## config.mk

```make
export PLATFORM = sky130hd
export DESIGN_NAME = mem_arbiter
export DESIGN_NICKNAME = d
export VERILOG_FILES = /design/src/rtl/mem_arbiter_pkg.sv /design/src/rtl/mem_arbiter.sv
export SDC_FILE = /design/constraint.sdc
export NUM_CORES = 1
export LEC_CHECK = 0
export ABC_AREA = 1
export CORE_AREA = 2 2 108 110
export DETAILED_ROUTE_END_ITERATION = 16
export DIE_AREA = 0 0 110 112
export PLACE_DENSITY = 0.7
export SLEW_MARGIN = 10
export SYNTH_ARGS = -nofsm -noshare
export SYNTH_HDL_FRONTEND = slang
export SYNTH_SLANG_ARGS = --single-unit
```

## constraint.sdc

```tcl
create_clock -name clk -period 1.8 [get_ports clk]
set_input_delay 0.18 -clock clk [delete_from_list [all_inputs] [get_ports clk]]
set_output_delay 0.18 -clock clk [all_outputs]
set_load 0.02 [all_outputs]
```

## src/rtl/mem_arbiter_pkg.sv

```systemverilog
// Shared encodings for the unified-memory arbiter: width codes, owner ids and FSM states.
// Also holds the fixed-priority selection rule so every user agrees on it.
package mem_arbiter_pkg;

  typedef enum logic [2:0] {
    WIDTH_BYTE   = 3'b000,
    WIDTH_HALF   = 3'b001,
    WIDTH_WORD   = 3'b010,
    WIDTH_BYTE_U = 3'b100,
    WIDTH_HALF_U = 3'b101
  } width_e;

  typedef enum logic {
    OWNER_IMEM = 1'b0,
    OWNER_DMEM = 1'b1
  } owner_e;

  typedef enum logic [1:0] {
    ST_IDLE = 2'd0,
    ST_HOLD = 2'd1,
    ST_WAIT = 2'd2
  } arb_state_e;

  // Data port wins unless fetch is waiting and has been passed over too often.
  function automatic owner_e pick_owner(input logic imem_vld,
                                        input logic dmem_vld,
                                        input logic starved);
    if (dmem_vld && !(imem_vld && starved)) begin
      return OWNER_DMEM;
    end
    return OWNER_IMEM;
  endfunction

endpackage

```

## src/rtl/mem_arbiter.sv

```systemverilog
// Arbitrates one single-ported memory between fetch and data ports, one transaction in flight.
// Request accepted combinationally with mem_req_ready; response routed to the owner the same cycle.
module mem_arbiter
  import mem_arbiter_pkg::*;
#(
  parameter int STARVE_LIMIT = 4,
  parameter int ADDR_W       = 32,
  parameter int DATA_W       = 32
) (
  input  logic              clk,
  input  logic              reset,

  input  logic              imem_req_valid,
  input  logic [ADDR_W-1:0] imem_req_addr,
  output logic              imem_req_ready,
  output logic              imem_resp_valid,
  output logic [DATA_W-1:0] imem_resp_data,

  input  logic              dmem_req_valid,
  input  logic [ADDR_W-1:0] dmem_req_addr,
  input  logic              dmem_req_write_enable,
  input  logic [DATA_W-1:0] dmem_req_write_data,
  input  logic [2:0]        dmem_req_data_width,
  output logic              dmem_req_ready,
  output logic              dmem_resp_valid,
  output logic [DATA_W-1:0] dmem_resp_data,

  output logic              mem_req_valid,
  input  logic              mem_req_ready,
  output logic [ADDR_W-1:0] mem_req_addr,
  output logic              mem_req_write_enable,
  output logic [DATA_W-1:0] mem_req_write_data,
  output logic [2:0]        mem_req_data_width,
  input  logic              mem_resp_valid,
  input  logic [DATA_W-1:0] mem_resp_data,

  output logic              busy,
  output logic              owner
);

  localparam int STREAK_W = $clog2(STARVE_LIMIT + 1);
  localparam logic [STREAK_W-1:0] STREAK_MAX = STREAK_W'(STARVE_LIMIT);

  arb_state_e          state_q, state_d;
  owner_e              sel_q, sel_d;
  owner_e              owner_q, owner_d;
  logic [STREAK_W-1:0] streak_q, streak_d;

  owner_e sel_cur;
  logic   starved;
  logic   any_vld;
  logic   req_vld;
  logic   accept;

  always_ff @(posedge clk) begin
    if (reset) begin
      state_q  <= ST_IDLE;
      sel_q    <= OWNER_IMEM;
      owner_q  <= OWNER_IMEM;
      streak_q <= '0;
    end else begin
      state_q  <= state_d;
      sel_q    <= sel_d;
      owner_q  <= owner_d;
      streak_q <= streak_d;
    end
  end

  // Selection is only live in IDLE; once a request is shown it stays locked in sel_q.
  always_comb begin
    starved = (streak_q == STREAK_MAX);
    any_vld = imem_req_valid | dmem_req_valid;
    sel_cur = (state_q == ST_HOLD) ? sel_q
                                   : pick_owner(imem_req_valid, dmem_req_valid, starved);
    req_vld = ((state_q == ST_IDLE) && any_vld) || (state_q == ST_HOLD);
    accept  = req_vld && mem_req_ready;
  end

  always_comb begin
    state_d = state_q;
    sel_d   = sel_q;
    owner_d = owner_q;
    case (state_q)
      ST_IDLE: begin
        if (accept) begin
          sel_d   = sel_cur;
          owner_d = sel_cur;
          state_d = ST_WAIT;
        end else if (req_vld) begin
          sel_d   = sel_cur;
          state_d = ST_HOLD;
        end
      end
      ST_HOLD: begin
        if (accept) begin
          owner_d = sel_q;
          state_d = ST_WAIT;
        end
      end
      ST_WAIT: begin
        if (mem_resp_valid) begin
          state_d = ST_IDLE;
        end
      end
      default: state_d = ST_IDLE;
    endcase
  end

  // A cycle without a fetch request forgives any streak, even one where dmem is granted.
  always_comb begin
    streak_d = streak_q;
    if (!imem_req_valid) begin
      streak_d = '0;
    end else if (accept && (sel_cur == OWNER_IMEM)) begin
      streak_d = '0;
    end else if (accept && (sel_cur == OWNER_DMEM) && !starved) begin
      streak_d = streak_q + STREAK_W'(1);
    end
  end

  always_comb begin
    mem_req_valid        = 1'b0;
    mem_req_addr         = '0;
    mem_req_write_enable = 1'b0;
    mem_req_write_data   = '0;
    mem_req_data_width   = 3'b000;
    imem_req_ready       = 1'b0;
    dmem_req_ready       = 1'b0;
    imem_resp_valid      = 1'b0;
    imem_resp_data       = '0;
    dmem_resp_valid      = 1'b0;
    dmem_resp_data       = '0;
    busy                 = 1'b0;
    if (!reset) begin
      busy          = (state_q != ST_IDLE);
      mem_req_valid = req_vld;
      if (req_vld) begin
        if (sel_cur == OWNER_DMEM) begin
          mem_req_addr         = dmem_req_addr;
          mem_req_write_enable = dmem_req_write_enable;
          mem_req_write_data   = dmem_req_write_data;
          mem_req_data_width   = dmem_req_data_width;
          dmem_req_ready       = accept;
        end else begin
          mem_req_addr         = imem_req_addr;
          mem_req_data_width   = WIDTH_WORD;
          imem_req_ready       = accept;
        end
      end
      // Responses outside WAIT belong to an abandoned transaction and are dropped.
      if ((state_q == ST_WAIT) && mem_resp_valid) begin
        if (owner_q == OWNER_DMEM) begin
          dmem_resp_valid = 1'b1;
          dmem_resp_data  = mem_resp_data;
        end else begin
          imem_resp_valid = 1'b1;
          imem_resp_data  = mem_resp_data;
        end
      end
    end
  end

  assign owner = owner_q;

endmodule

```

# Word level (Yosys, flattened, before mapping)
# Index checks and enable logic that the tools add are counted.
[word_totals]
latchBits = 0
out_inout_bits = 139
rom_bits = 0
regBits = 7
input_bits = 138
mem_count = 0
elab_cells = 80
mem_bits_rw = 0
[op_classes]
mux = 46
n_reduce_logical = 19
magnitude_cmp = 0
n_mul = 0
n_bitwise = 3
shift = 0
eq_ne = 7
div_mod_pow = 0
addsub = 1
[op_table]
columns = ["operator", "count"]
rows = [
  ["32-bit two-way mux", 12],
  ["1-bit two-way mux", 25],
  ["3-bit two-way mux", 3],
  ["1-bit logical AND", 8],
  ["2-bit two-way mux", 4],
  ["2-bit inequality test (second input constant)", 3],
  ["2-bit case mux with 3 select lines", 1],
  ["3-bit AND reduction", 2],
  ["2-bit nonzero test", 3],
  ["3-bit by 1-bit adder with 3-bit output (second input constant)", 1],
  ["3-bit == test (second input constant)", 1],
  ["3-bit inequality test (second input constant)", 1],
  ["3-bit OR reduction", 1],
  ["2-bit by 1-bit == test with 1-bit output (second input constant)", 1],
  ["2-bit == test (second input constant)", 1],
  ["1-bit zero test", 2],
  ["2-bit zero test", 1],
  ["1-bit NOT", 2],
  ["1-bit case mux with 2 select lines", 1],
  ["2-bit AND reduction", 1],
  ["1-bit logical OR", 1],
  ["1-bit OR", 1],
]

# Logic depth before layout (Yosys ltp)
[depth]
ltp_word = 10
mapped_depth = 9
ltp_nobuf = 9

# Worst setup path after synthesis
# Ideal clock, no wire load.
[synth_path]
kind = "reg-to-output"
from = "register streak_q[0]"
to = "output port dmem_req_ready"
slack_ns = 0.068
stages_incl_launch_ff = 9
path_buffers = 1
t_arrival_ns = 1.552
required_time_ns = 1.620
cell_sequence = "dfxtp_1 > inv_1 > ha_1 > nand3_1 > nand3_1 > nand2_2 > inv_2 > buf_4 > nor3_1"
[synth_between]
elab_chain_cells = 10
[synth_rtl]
columns = ["item", "line", "text"]
rows = [
  ["from (decl)", "mem_arbiter.sv:47", "logic [STREAK_W-1:0] streak_q, streak_d;"],
  ["from (signal assigned)", "mem_arbiter.sv:65", "streak_q <= streak_d;"],
  ["3-bit == test", "mem_arbiter.sv:71", "starved = (streak_q == STREAK_MAX);"],
  ["1-bit logical AND", "mem_arbiter_pkg.sv:28", "if (dmem_vld && !(imem_vld && starved)) begin"],
  ["1-bit zero test", "mem_arbiter_pkg.sv:28", ""],
  ["1-bit logical AND", "mem_arbiter_pkg.sv:28", ""],
  ["1-bit two-way mux", "mem_arbiter_pkg.sv:28", ""],
  ["1-bit two-way mux", "mem_arbiter_pkg.sv:31", "return OWNER_IMEM;"],
  ["1-bit two-way mux", "mem_arbiter.sv:73", "sel_cur = (state_q == ST_HOLD) ? sel_q"],
  ["1-bit two-way mux", "mem_arbiter.sv:138", "if (sel_cur == OWNER_DMEM) begin"],
  ["1-bit two-way mux", "mem_arbiter.sv:137", "if (req_vld) begin"],
  ["1-bit two-way mux", "mem_arbiter.sv:134", "if (!reset) begin"],
  ["to (decl)", "mem_arbiter.sv:24", "output logic dmem_req_ready,"],
]
# Every way passes these cells.

# Worst setup path in the final report
[layout_path]
from = "register state_q[1]"
to = "output port dmem_resp_data[5]"
[layout_between]
elab_chain_cells = 4
[layout_rtl]
columns = ["item", "line", "text"]
rows = [
  ["from (decl)", "mem_arbiter.sv:44", "arb_state_e state_q, state_d;"],
  ["from (signal assigned)", "mem_arbiter.sv:62", "state_q <= state_d;"],
  ["2-bit == test", "mem_arbiter.sv:151", "if ((state_q == ST_WAIT) && mem_resp_valid) begin"],
  ["1-bit logical AND", "mem_arbiter.sv:151", ""],
  ["32-bit two-way mux", "mem_arbiter.sv:151", ""],
  ["32-bit two-way mux", "mem_arbiter.sv:134", ""],
  ["to (decl)", "mem_arbiter.sv:26", "output logic [DATA_W-1:0] dmem_resp_data,"],
]
# Every way passes these cells.

==> qor.txt <==
status: complete, but fails checks
failing checks: negative setup slack
synth top area cells: nor2_1, nand2_1, inv_1
VDD IR max: 0.0002114 V
overall routing resource usage: 0.1686
CTS max path bufs: 2
Vias/cell: 4.338
CP Class: register to output port
Tcrit/Tclk final: 1.071
biggest area consumer among synthesized cells: nor2_1
detailed placement HPWL: 7976 um
layout cells sized above 1: 0.4962
register area share after synthesis: 0.08757
Die ar.: 12320 um^2
Setup Viol. Count Final: 111
CTS root buffer: clkbuf_16
placed cell count: 772
Die Height: 112 um
Initial Util: 0.1432
multi-input logic area: 1901 um^2
clock sink total: 7
die width: 110 um
CTS tree: done
leakage: 0.002691 uW
Net Count, Synth: 491
Worst Skew: 0.3349 ps
worst hold path class: register to register
cts hold-fix bufs: 0
number of port buffers: 276
worst-margin pin slew: 326.1 ps
min Tclk post-route: 1928 ps
worst r2r src: streak_q[0]$_SDFFE_PP0P_
PD cells: 340.1 nW/um^2
DR iter-0 viols: 154
f_max: 518.7 MHz
RR Endpoint: streak_q[1]$_SDFFE_PP0P_
area share of the largest cell type after synthesis: 0.3964
WL final: 12750 um
DRC: 0
r2r setup slk: 170 ps
HP Start: state_q[1]$_SDFFE_PP0P_
Routed WL per cell: 15.86 um
ant diodes: 0
first-pass detailed-route iteration total: 4
RSZ-0062 raised after global routing: true
Site Rows: 39
met2 usage: 0.3440
Slew Limit Fails: 0
Num CTS Buffers: 3
core area: 11170 um^2
worst endpoint required time: 1620 ps
crit path DAT: 1750 ps
met1 usage: 0.1585
max_cap viols: 0
Mapped Area: 1600 um^2
# nets final: 802
Crit. End Element: output port
Min-Delay Endpoint: state_q[0]$_SDFFE_PP0P_
antenna-violating nets left: 0
worst setup slack after layout: -128.0 ps
register area: 143.9 um^2
final design utilization: 0.5260
vias in the first global route: 3309
Distinct cells, synth: 23
initial antenna violation count: 0
largest net degree at the start of global routing: 37
final hold violation count: 0
Final Non-Filler Cells: 804
Skew-Pair Late Insertion Delay: 230 ps
Vias: 3488
hold depth: 2
Slew HR: 0.7770
Clock transition at path regs: 40 ps
routability cong.: 0.9503
CP Max Fanout: 8
reg2reg path depth: 12
I/O pin cnt: 277
Syn-to-layout area delta: 267.3%
flops & latches, synth: 7
first-pass GRT wire length: 16390 um
Post-Synthesis Cells: 351
synth warn: 0
Place WS: -607.5 ps
GRT Residual Overflow: 0
met3 Track Usage GR: 0.05094
CP Launch Type: register
fillcell total: 995
post-synthesis average cell area: 4.559 um^2
CTS HTree Levels: 1
grt peak-use layer: met2
[synthesized netlist by cell type]
master,instances
a2111oi_0,1
a211oi_1,1
a21oi_1,5
buf_2,16
buf_4,5
buf_6,1
dfxtp_1,7
ha_1,2
inv_1,43
inv_2,2
inv_4,1
nand2_1,46
nand2_2,2
nand2_4,1
nand3_1,8
nand4_1,3
nor2_1,169
nor2_2,1
nor3_1,1
nor3_2,1
o21ai_0,26
o21ai_1,8
xor2_1,1
[worst max path at each step]
stage,start,endpoint
final,state_q[1]$_SDFFE_PP0P_,dmem_resp_data[5]
after global placement,imem_req_valid,mem_req_addr[14]
after floorplan,streak_q[0]$_SDFFE_PP0P_,dmem_req_ready
after CTS,streak_q[1]$_SDFFE_PP0P_,mem_req_addr[16]
after detailed placement,imem_req_valid,mem_req_addr[14]
after global routing,state_q[1]$_SDFFE_PP0P_,dmem_resp_data[4]
[cell usage in the layout (no fill, tap or decap), types with 3 or more instances in the layout]
| master | synthesis | final |
|---|---|---|
| o21ai_1 | 8 | 18 |
| buf_4 | 5 | 82 |
| nor2_1 | 169 | 77 |
| dfxtp_2 | 0 | 3 |
| buf_16 | 0 | 6 |
| nand2_2 | 2 | 5 |
| nor2_4 | 0 | 65 |
| clkdlybuf4s50_1 | 0 | 137 |
| nand2_4 | 1 | 7 |
| nand2_1 | 46 | 37 |
| nand4_1 | 3 | 3 |
| a21oi_1 | 5 | 5 |
| buf_8 | 0 | 3 |
| buf_6 | 1 | 57 |
| dfxtp_1 | 7 | 4 |
| inv_2 | 2 | 4 |
| inv_1 | 43 | 40 |
| buf_12 | 0 | 12 |
| o21ai_2 | 0 | 13 |
| clkbuf_16 | 0 | 10 |
| buf_2 | 16 | 21 |
| nand3_1 | 8 | 4 |
| nor2_2 | 1 | 28 |
[stage by stage]
stage               area, um^2  setup TNS, ps  hold slack (ps)  power (uW)
finish                    5878          -7658            559.4        1999
global route              5878         -17730            575.2        2107
CTS                       4846          -3381            526.1        1833
detailed placement        4656         -50850            493.1        1237
global placement          4656         -45850            482.5        1220
floorplan                 1600              0            249.1       607.0
[routing by layer]
layer  up-vias  share of wire
li1       1687              -
met1      1621           0.33
met2       164           0.55
met3        16           0.10
met4         0          0.015
met5         -              0
[kinds of logic (layout without fill, tap and decap cells)]
family                     count (synthesis)  in the layout  share of synthesized area
AOI/OAI and AO/OA                         41             41                     0.1321
xor gates and xnor gates                   1              1                   0.005474
adders and majority gates                  2              2                    0.01563
buffers and inverters                     68            378                     0.1900
DFF                                        7              7                    0.08757
and+or+nand+nor                          232            232                     0.5692
[worst max-delay path: stages, from the launching register on]
cell	delay [ps]
dfxtp_2	340
inv_2	60
buf_6	120
nor3_4	280
nand3_4	220
buf_8	210
nor2_1	100
buf_2	170
[where the power goes]
group	switching, uW	internal (uW)	leakage, uW
sequential	8.32	165	0.0000586
combinational	699	749	0.00259
clock	83.1	295	0.0000382
total	790	1210	0.00269
[registers in the layout (all words and copies together) (netlist names)]
name / cells
state_q: 2
sel_q: 1
owner: 1
streak_q: 3
[cell type report]
class / instances / share of cell area
Clock buffer: 4 / 0.01341
Inverter: 46 / 0.03235
Multi-Input combinational cell: 276 / 0.3233
Sequential cell: 7 / 0.02448
Tap cell: 143 / 0.03044
Timing Repair Buffer: 328 / 0.5760
[timing repair]
item                       in CTS  in global routing
pin swaps                      19                 30
setup endpoints to repair     137                135
gates cloned                    8                  9
buffers inserted                9                  5
gates resized for setup       711                271
Power figures use the tool's default switching activity.
